<file path="src/rtl/hazard_pkg.sv">
// Shared types for the pipeline hazard controller: forwarding selects and
// controller states, plus the forwarding priority function.
package hazard_pkg;

    typedef enum logic [1:0] {
        FWD_RF = 2'b00,
        FWD_W  = 2'b01,
        FWD_M  = 2'b10
    } forward_sel_t;

    typedef enum logic [1:0] {
        RUN      = 2'b00,
        MEM_WAIT = 2'b01,
        ERROR    = 2'b10
    } hz_state_t;

    // Memory stage result is newer than writeback, so it wins when both match.
    function automatic forward_sel_t fwd_select(
        input logic [4:0] rs,
        input logic [4:0] rd_m,
        input logic       we_m,
        input logic [4:0] rd_w,
        input logic       we_w
    );
        if (we_m && (rd_m != 5'd0) && (rd_m == rs))
            return FWD_M;
        else if (we_w && (rd_w != 5'd0) && (rd_w == rs))
            return FWD_W;
        else
            return FWD_RF;
    endfunction

endpackage

</file>
<file path="src/rtl/hazard_ctrl_sat_counter.sv">
// Saturating up-counter used for the stall/flush performance counters.
module sat_counter #(
    parameter int W = 32
) (
    input  logic         i_Clk,
    input  logic         i_Reset,
    input  logic         i_Inc,
    output logic [W-1:0] o_Count
);

    logic [W-1:0] count_reg;

    always_ff @(posedge i_Clk or negedge i_Reset) begin
        if (!i_Reset)
            count_reg <= '0;
        else if (i_Inc && (count_reg != '1))
            count_reg <= count_reg + 1'b1;
    end

    assign o_Count = count_reg;

endmodule

</file>
<file path="src/rtl/hazard_ctrl.sv">
// Hazard/sequencing controller for the 5-stage RV32I pipeline: forwarding,
// load-use and data-memory wait stalls, branch flushes, timeout and perf counters.
module hazard_ctrl
    import hazard_pkg::*;
#(
    parameter int TIMEOUT_CYCLES = 16,
    parameter int CNT_W          = 32
) (
    input  logic             i_Clk,
    input  logic             i_Reset,
    input  logic [4:0]       i_Rs1D,
    input  logic [4:0]       i_Rs2D,
    input  logic [4:0]       i_Rs1E,
    input  logic [4:0]       i_Rs2E,
    input  logic [4:0]       i_RdE,
    input  logic [4:0]       i_RdM,
    input  logic [4:0]       i_RdW,
    input  logic             i_ResultSrcE0,
    input  logic             i_RegWriteM,
    input  logic             i_RegWriteW,
    input  logic             i_PCSrcE,
    input  logic             i_MemReqM,
    input  logic             i_MemAckM,
    output logic [1:0]       o_ForwardAE,
    output logic [1:0]       o_ForwardBE,
    output logic             o_StallF,
    output logic             o_StallD,
    output logic             o_StallE,
    output logic             o_StallM,
    output logic             o_FlushD,
    output logic             o_FlushE,
    output logic             o_FlushW,
    output logic             o_MemErr,
    output logic [CNT_W-1:0] o_StallCnt,
    output logic [CNT_W-1:0] o_FlushCnt
);

    localparam int WAIT_W = $clog2(TIMEOUT_CYCLES + 1);

    hz_state_t         state_reg, state_next;
    logic [WAIT_W-1:0] wait_cnt_reg, wait_cnt_next;
    logic              mem_err_reg;
    logic              mem_stall, load_stall, hold_all;

    logic [4:0]   rs_e [2];
    forward_sel_t fwd_sel [2];

    assign rs_e[0] = i_Rs1E;
    assign rs_e[1] = i_Rs2E;

    generate
        for (genvar gi = 0; gi < 2; gi++) begin : g_fwd
            assign fwd_sel[gi] = fwd_select(rs_e[gi], i_RdM, i_RegWriteM, i_RdW, i_RegWriteW);
        end
    endgenerate

    assign o_ForwardAE = fwd_sel[0];
    assign o_ForwardBE = fwd_sel[1];

    assign mem_stall  = i_MemReqM && !i_MemAckM;
    assign load_stall = i_ResultSrcE0 && (i_RdE != 5'd0) &&
                        ((i_RdE == i_Rs1D) || (i_RdE == i_Rs2D));
    assign hold_all   = mem_stall || (state_reg == ERROR);

    always_ff @(posedge i_Clk or negedge i_Reset) begin
        if (!i_Reset) begin
            state_reg    <= RUN;
            wait_cnt_reg <= '0;
            mem_err_reg  <= 1'b0;
        end else begin
            state_reg    <= state_next;
            wait_cnt_reg <= wait_cnt_next;
            mem_err_reg  <= mem_err_reg || (state_reg == ERROR);
        end
    end

    always_comb begin
        state_next    = state_reg;
        wait_cnt_next = wait_cnt_reg;
        case (state_reg)
            RUN: begin
                if (mem_stall) begin
                    state_next    = MEM_WAIT;
                    wait_cnt_next = WAIT_W'(1);
                end
            end
            MEM_WAIT: begin
                if (!mem_stall) begin
                    state_next    = RUN;
                    wait_cnt_next = '0;
                end else if (wait_cnt_reg == WAIT_W'(TIMEOUT_CYCLES)) begin
                    state_next    = ERROR;
                end else begin
                    wait_cnt_next = wait_cnt_reg + 1'b1;
                end
            end
            ERROR: state_next = ERROR;
            default: begin
                state_next    = RUN;
                wait_cnt_next = '0;
            end
        endcase
    end

    // A whole-pipe hold freezes a taken branch in Execute; it resolves on release.
    always_comb begin
        o_StallF = 1'b0;
        o_StallD = 1'b0;
        o_StallE = 1'b0;
        o_StallM = 1'b0;
        o_FlushD = 1'b0;
        o_FlushE = 1'b0;
        o_FlushW = 1'b0;
        if (hold_all) begin
            o_StallF = 1'b1;
            o_StallD = 1'b1;
            o_StallE = 1'b1;
            o_StallM = 1'b1;
            o_FlushW = 1'b1;
        end else begin
            o_StallF = load_stall && !i_PCSrcE;
            o_StallD = load_stall && !i_PCSrcE;
            o_FlushD = i_PCSrcE;
            o_FlushE = load_stall || i_PCSrcE;
        end
    end

    assign o_MemErr = mem_err_reg;

    sat_counter #(.W(CNT_W)) u_stall_cnt (
        .i_Clk   (i_Clk),
        .i_Reset (i_Reset),
        .i_Inc   (o_StallF),
        .o_Count (o_StallCnt)
    );

    sat_counter #(.W(CNT_W)) u_flush_cnt (
        .i_Clk   (i_Clk),
        .i_Reset (i_Reset),
        .i_Inc   (o_FlushE),
        .o_Count (o_FlushCnt)
    );

endmodule

</file>
<file path="config.mk">
export PLATFORM = sky130hd
export DESIGN_NAME = hazard_ctrl
export DESIGN_NICKNAME = d
export VERILOG_FILES = /design/src/rtl/hazard_pkg.sv /design/src/rtl/hazard_ctrl_sat_counter.sv /design/src/rtl/hazard_ctrl.sv
export SDC_FILE = /design/constraint.sdc
export NUM_CORES = 1
export LEC_CHECK = 0
export ABC_AREA = 0
export CORE_MARGIN = 2
export CORE_UTILIZATION = 25
export CTS_CLUSTER_DIAMETER = 120
export DETAILED_ROUTE_END_ITERATION = 8
export DONT_BUFFER_PORTS = 1
export PLACE_DENSITY_LB_ADDON = 0.12
export SYNTH_ARGS = -nofsm -noshare
export SYNTH_HDL_FRONTEND = slang
export SYNTH_HIERARCHICAL = 1
export SYNTH_SLANG_ARGS = --single-unit
</file>
<file path="constraint.sdc">
create_clock -name i_Clk -period 7.3 [get_ports i_Clk]
set_input_delay 1.46 -clock i_Clk [delete_from_list [all_inputs] [get_ports i_Clk]]
set_output_delay 1.46 -clock i_Clk [all_outputs]
set_load 0.05 [all_outputs]
</file>
**After elaboration in Yosys (flattened, before gate mapping)**

Index checks and enable logic that the tools add are counted.

- Mux-type cells: 16
- Eq/ne operators: 14
- Bitwise operators: 1
- $add $sub $neg: 3
- Reduce and logical (&&, ||, !) cells: 24

Operators with widths:

| kind | count |
|---|---|
| $add 32x1->32 const B | 2 |
| $ne 32x32->1 const B | 2 |
| $eq 5x5->1 | 6 |
| $mux 5 | 3 |
| $pmux 5 s3 | 1 |
| $reduce_bool 5->1 | 3 |
| $logic_and 1x1->1 | 12 |
| $mux 2 | 5 |
| $mux 1 | 6 |
| $ne 3x3->1 const B | 2 |
| $pmux 2 s3 | 1 |
| $add 5x1->5 const B | 1 |
| $eq 5x5->1 const B | 1 |
| $logic_or 1x1->1 | 4 |
| $reduce_and 3->1 | 1 |
| $eq 2x1->1 const B | 1 |
| $eq 2x2->1 const B | 1 |
| $logic_not 1->1 | 2 |
| $logic_not 2->1 | 1 |
| $ne 2x2->1 const B | 1 |
| $reduce_and 2->1 | 1 |
| $not 1->1 | 1 |

- Word-level logic and storage cells: 63
- Bits in registers: 72
- Input port bits: 43
- Output and inout bits: 76

**Depth between registers and ports, before layout**

- Depth after elaboration: 6
- Gate-level depth with buffers: 11
- Depth with buffers taken out: 9

**Modules after synthesis**

Netlist, hierarchy kept.

By module, submodules not included:

| module | area an instance (µm²) | cells each | times used | sequential area each (µm²) |
|---|---|---|---|---|
| sat_counter | 1624.1 | 151 | 2 | 800.8 |
| hazard_ctrl | 858.3 | 101 | 1 | 200.2 |

**Least setup slack after synthesis**

OpenSTA, ideal clock, no wires.

- Kind: input-to-output
- From: input i_RdE[3]
- To: output o_StallF
- Data required time: 5.840 ns
- Path buffers: 1
- Arrival: 4.013 ns
- Cell stages on the path: 5
- Setup slack: 1.827 ns
- Cells stage by stage: xor2_1 nor3_1 a22oi_1 o31ai_1 buf_4

- Cells in the longest elaborated chain, start to end: 5
- Elaborated cells between the ends (all ways): 8
- Those cells by class: eq/ne (2); mux (1); reduce/logical (5)

Ends and longest elaborated chain:

| item | line | RTL |
|---|---|---|
| start: declaration | hazard_ctrl.sv:15 | `input logic [4:0] i_RdE,` |
| $eq 5x5->1 / $reduce_bool 5->1 (equally long branches) | hazard_ctrl.sv:62, hazard_ctrl.sv:61 |  |
| $logic_or 1x1->1 / $logic_and 1x1->1 (equally long branches) | hazard_ctrl.sv:62, hazard_ctrl.sv:61 |  |
| $logic_and 1x1->1 (*) | hazard_ctrl.sv:61 | `assign load_stall = i_ResultSrcE0 && (i_RdE != 5'd0) &&` |
| $logic_and 1x1->1 (*) | - |  |
| $mux 1 (*) | - |  |
| end: declaration | hazard_ctrl.sv:26 | `output logic o_StallF,` |

Every way passes the cells marked *; elsewhere a longest branch is shown, timed or not.

**Final worst setup path**

- From: input i_MemAckM
- To: output o_FlushE

- Cells in the longest elaborated chain, start to end: 4

Ends and longest elaborated chain:

| item | line | RTL |
|---|---|---|
| start: declaration | hazard_ctrl.sv:23 | `input logic i_MemAckM,` |
| $logic_not 1->1 | hazard_ctrl.sv:60 | `assign mem_stall = i_MemReqM && !i_MemAckM;` |
| $logic_and 1x1->1 | hazard_ctrl.sv:60 |  |
| $logic_or 1x1->1 | hazard_ctrl.sv:63 | `assign hold_all = mem_stall \|\| (state_reg == ERROR);` |
| $mux 1 | hazard_ctrl.sv:114 | `if (hold_all) begin` |
| end: declaration | hazard_ctrl.sv:31 | `output logic o_FlushE,` |

No other way between the ends.

==> metrics.txt <==
# TYPE chip_impl_metric gauge
chip_impl_info{name="outcome",value="completed"} 1
chip_impl_metric{name="r2r.worst_path.cells",unit=""} 10
chip_impl_metric{name="design.die.area",unit="um2"} 17470
chip_impl_info{name="clockRootBuffer",value="clkbuf_16"} 1
chip_impl_metric{name="syn_nets",unit=""} 450
chip_impl_metric{name="gpl.final_weighted_congestion",unit=""} 0.7374
chip_impl_info{name="holdPathEnd",value="state_reg[1]"} 1
chip_impl_metric{name="die-width",unit="um"} 132.2
chip_impl_metric{name="cts-root-to-sink-buffers",unit=""} 2
chip_impl_metric{name="buffers_inverters_on_critical_path",unit=""} 2
chip_impl_metric{name="crit_required",unit="ns"} 5.84
chip_impl_metric{name="detail_route.wirelength",unit="um"} 10630
chip_impl_metric{name="area_growth_syn_to_layout",unit="%"} 14.32
chip_impl_info{name="cp_cell_sequence",value="nand2b_1, and2_1, inv_1, buf_4, o31ai_4"} 1
chip_impl_info{name="crit_type",value="primary input to primary output"} 1
chip_impl_metric{name="worst_hold_slack",unit="ns"} 0.5624
chip_impl_metric{name="htree_levels",unit=""} 3
chip_impl_metric{name="ys.warnings.count",unit=""} 6
chip_impl_info{name="unrepaired_setup_endpoints_after_global_routing",value="false"} 1
chip_impl_metric{name="drt_first_iter_violations",unit=""} 202
chip_impl_info{name="reg_to_reg_critical_path_endpoint",value="u_flush_cnt/o_Count[29]"} 1
chip_impl_info{name="worst_r2r_startpoint",value="state_reg[0]"} 1
chip_impl_metric{name="syn-mean-instance-area",unit="um2"} 10.19
chip_impl_metric{name="via_total_after_detailed_routing",unit=""} 3066
chip_impl_info{name="slowest_stage",value="o31ai_4"} 1
chip_impl_metric{name="clock_buffer_count_from_cts",unit=""} 9
chip_impl_info{name="family_of_cells_with_the_greatest_summed_delay_on_the_critical_path",value="compound AO/OA/AOI/OAI gates"} 1
chip_impl_info{name="tritoncts",value="yes"} 1
chip_impl_metric{name="worst-r2r-setup-slack",unit="ns"} 3.68
chip_impl_metric{name="syn-instance-count",unit=""} 403
chip_impl_metric{name="gr-usage-met2",unit="%"} 18.84
chip_impl_metric{name="postCtsSetupBuffers",unit=""} 0
chip_impl_metric{name="global_route_wire_length_before_repair",unit="um"} 17370
chip_impl_metric{name="numClockSinks",unit=""} 72
chip_impl_metric{name="routed_via_density",unit=""} 4.844
chip_impl_metric{name="tightest_slew",unit="ns"} 0.8892
chip_impl_info{name="cp-start-kind",value="primary input"} 1
chip_impl_metric{name="dp_slack",unit="ns"} 2.818
chip_impl_metric{name="globalRouteOverflowTotal",unit=""} 0
chip_impl_metric{name="drt_pre_antenna_iters",unit=""} 4
chip_impl_metric{name="clk_latency",unit="ns"} 0.33
chip_impl_metric{name="power.static_leakage",unit="uW"} 0.001836
chip_impl_metric{name="timing.max_slew.rel_slack",unit="%"} 40.72
chip_impl_metric{name="timing.critical_path.slowest_cell_delay",unit="ns"} 0.83
chip_impl_metric{name="finalMaxSlewViolations",unit=""} 0
chip_impl_metric{name="die_height",unit="um"} 132.2
chip_impl_metric{name="core.rowCount",unit=""} 46
chip_impl_metric{name="timing.critical_path.arrival",unit="ns"} 2.97
chip_impl_metric{name="nets",unit=""} 459
chip_impl_metric{name="final_critical_period",unit="ns"} 4.426
chip_impl_metric{name="via_count_of_the_first_global_routing_pass",unit=""} 3068
chip_impl_metric{name="drt_drc_violations_left",unit=""} 0
chip_impl_info{name="globalRoute.busiestLayer",value="met2"} 1
chip_impl_metric{name="postCtsHoldBufs",unit=""} 0
chip_impl_metric{name="clock_skew",unit="ns"} 0.006403
chip_impl_metric{name="finalHoldViolations",unit=""} 0
chip_impl_metric{name="met1_usage",unit="%"} 16.47
chip_impl_metric{name="seq_area_frac_synth",unit="%"} 43.88
chip_impl_metric{name="maxCapViolCount",unit=""} 0
chip_impl_metric{name="fmax",unit="MHz"} 226.0
chip_impl_metric{name="start_util",unit="%"} 25.76
chip_impl_info{name="min_path_type",value="flop to flop"} 1
chip_impl_metric{name="synthArstFlopShare",unit="%"} 100.0
chip_impl_metric{name="drive_above_1_share",unit="%"} 12.71
chip_impl_metric{name="yosys.cell_types.count",unit=""} 43
chip_impl_info{name="most_common_cell_after_layout_fill_and_taps_aside",value="dfrtp_1"} 1
chip_impl_metric{name="timing.hold.worst_path_depth",unit=""} 2
chip_impl_info{name="end_kind",value="primary output"} 1
chip_impl_metric{name="detail-route-antenna-nets",unit=""} 0
chip_impl_metric{name="io_port_bufs",unit=""} 0
chip_impl_info{name="layout_common_cells",value="dfrtp_1, xnor2_1, nand2_1, xor2_1, nand3_1"} 1
chip_impl_metric{name="worst_setup_hold_path_clk_slew",unit="ns"} 0.06
chip_impl_metric{name="critical_path.max_fanout",unit=""} 7
chip_impl_metric{name="synth_enable_flop_cells",unit=""} 0
chip_impl_metric{name="final_setup_vio_count",unit=""} 0
chip_impl_metric{name="cts.repair.resized",unit=""} 0
chip_impl_metric{name="timing.final.ws_setup",unit="ns"} 2.874
chip_impl_metric{name="globalRouteMet3Util",unit="%"} 4.191
chip_impl_metric{name="grt_overall_usage",unit="%"} 12.56
chip_impl_metric{name="synth_seq_cells",unit=""} 72
chip_impl_metric{name="power-per-cell-area",unit="nW/um2"} 250.6
chip_impl_metric{name="diodes",unit=""} 0
chip_impl_metric{name="final.setup.tns",unit="ns"} 0
chip_impl_metric{name="largest_net_degree_at_the_start_of_global_routing",unit=""} 73
chip_impl_metric{name="max_ir_drop_vdd",unit="mV"} 0.09475
chip_impl_metric{name="synthesis.area",unit="um2"} 4106
chip_impl_metric{name="place.detailed.hpwl",unit="um"} 7953
chip_impl_info{name="worst_hold_startpoint",value="state_reg[1]"} 1
chip_impl_metric{name="wl_per_cell",unit="um"} 16.79
chip_impl_metric{name="coreArea",unit="um2"} 15940
chip_impl_metric{name="layout_worst_path_cycle_share",unit="%"} 60.63
chip_impl_info{name="worstSetupStartpoint",value="i_MemAckM"} 1
chip_impl_metric{name="antenna_found_initial",unit=""} 0
chip_impl_metric{name="ios",unit=""} 119
chip_impl_info{name="synth_flop_cell",value="dfrtp_1"} 1
## logic make-up (layout without fill, tap and decap cells)
family	Yosys count	after routing	synth area share [%]
compound gates	26	26	4.753
xor+xnor	90	90	19.20
fa+ha+maj	4	4	1.219
buf+inv	14	28	1.919
flops	72	72	43.88
mux	5	5	1.371
simple gates	192	192	27.67
## per-stage QoR
stage          area, um2  util, %  std cells  total power, uW
4_1_cts             4695    29.45        633             1196
6_report            4695    29.45        633             1176
2_1_floorplan       4106        -        403            707.3
3_5_place_dp        4405    27.63        617            753.5
3_3_place_gp        4405    27.63        617            752.1
5_1_grt             4695    29.45        633             1239
## power by group
part / switching (uW) / internal, uW / leakage [uW] / total, uW
registers: 189 / 432 / 0.000974 / 621
logic: 65.4 / 54.9 / 0.000723 / 120
clock network: 173 / 263 / 0.000138 / 436
## routing by layer
metal	up-vias	routed length, um
met5	-	0
met4	0	197
met3	11	841
met2	99	4779
met1	1479	4807
li1	1477	-
## worst min-delay path: cells and delay by family, from the launching register on
kind             cells  cell delay, ns
flip-flops           1            0.37
AND/OR/NAND/NOR      2            0.17
## layout make-up
cell class / instances / area, um2
clock buffer: 10 / 229.0
sequential: 72 / 1802
clock inverter: 6 / 60.06
timing repair buffer: 6 / 45.04
inverter: 6 / 22.52
multi-input combinational: 317 / 2266
tap: 216 / 270.3
fill: 1680 / 11250
## cells in the mapped netlist, types with 5 or more instances
library cell / instances / area [um2]
a21oi_1: 6 / 30.03
and4_1: 8 / 70.07
dfrtp_1: 72 / 1802
inv_1: 6 / 22.52
nand2_1: 41 / 153.9
nand3_1: 35 / 175.2
nand4_1: 30 / 187.7
nor2_1: 22 / 82.58
nor3_1: 9 / 45.04
nor4_1: 8 / 50.05
or4_4: 5 / 56.30
xnor2_1: 54 / 473.0
xor2_1: 36 / 315.3
## worst max-delay path by stage
stage	depth (start not counted)	endpoint	slack (ns)
2_1_floorplan	5	o_StallF	1.83
3_3_place_gp	5	o_FlushE	2.89
3_5_place_dp	10	u_flush_cnt/o_Count[29]	2.82
4_1_cts	5	o_FlushE	2.85
5_1_grt	5	o_FlushE	2.74
6_report	5	o_FlushE	2.87
Power figures use the tool's default switching activity.
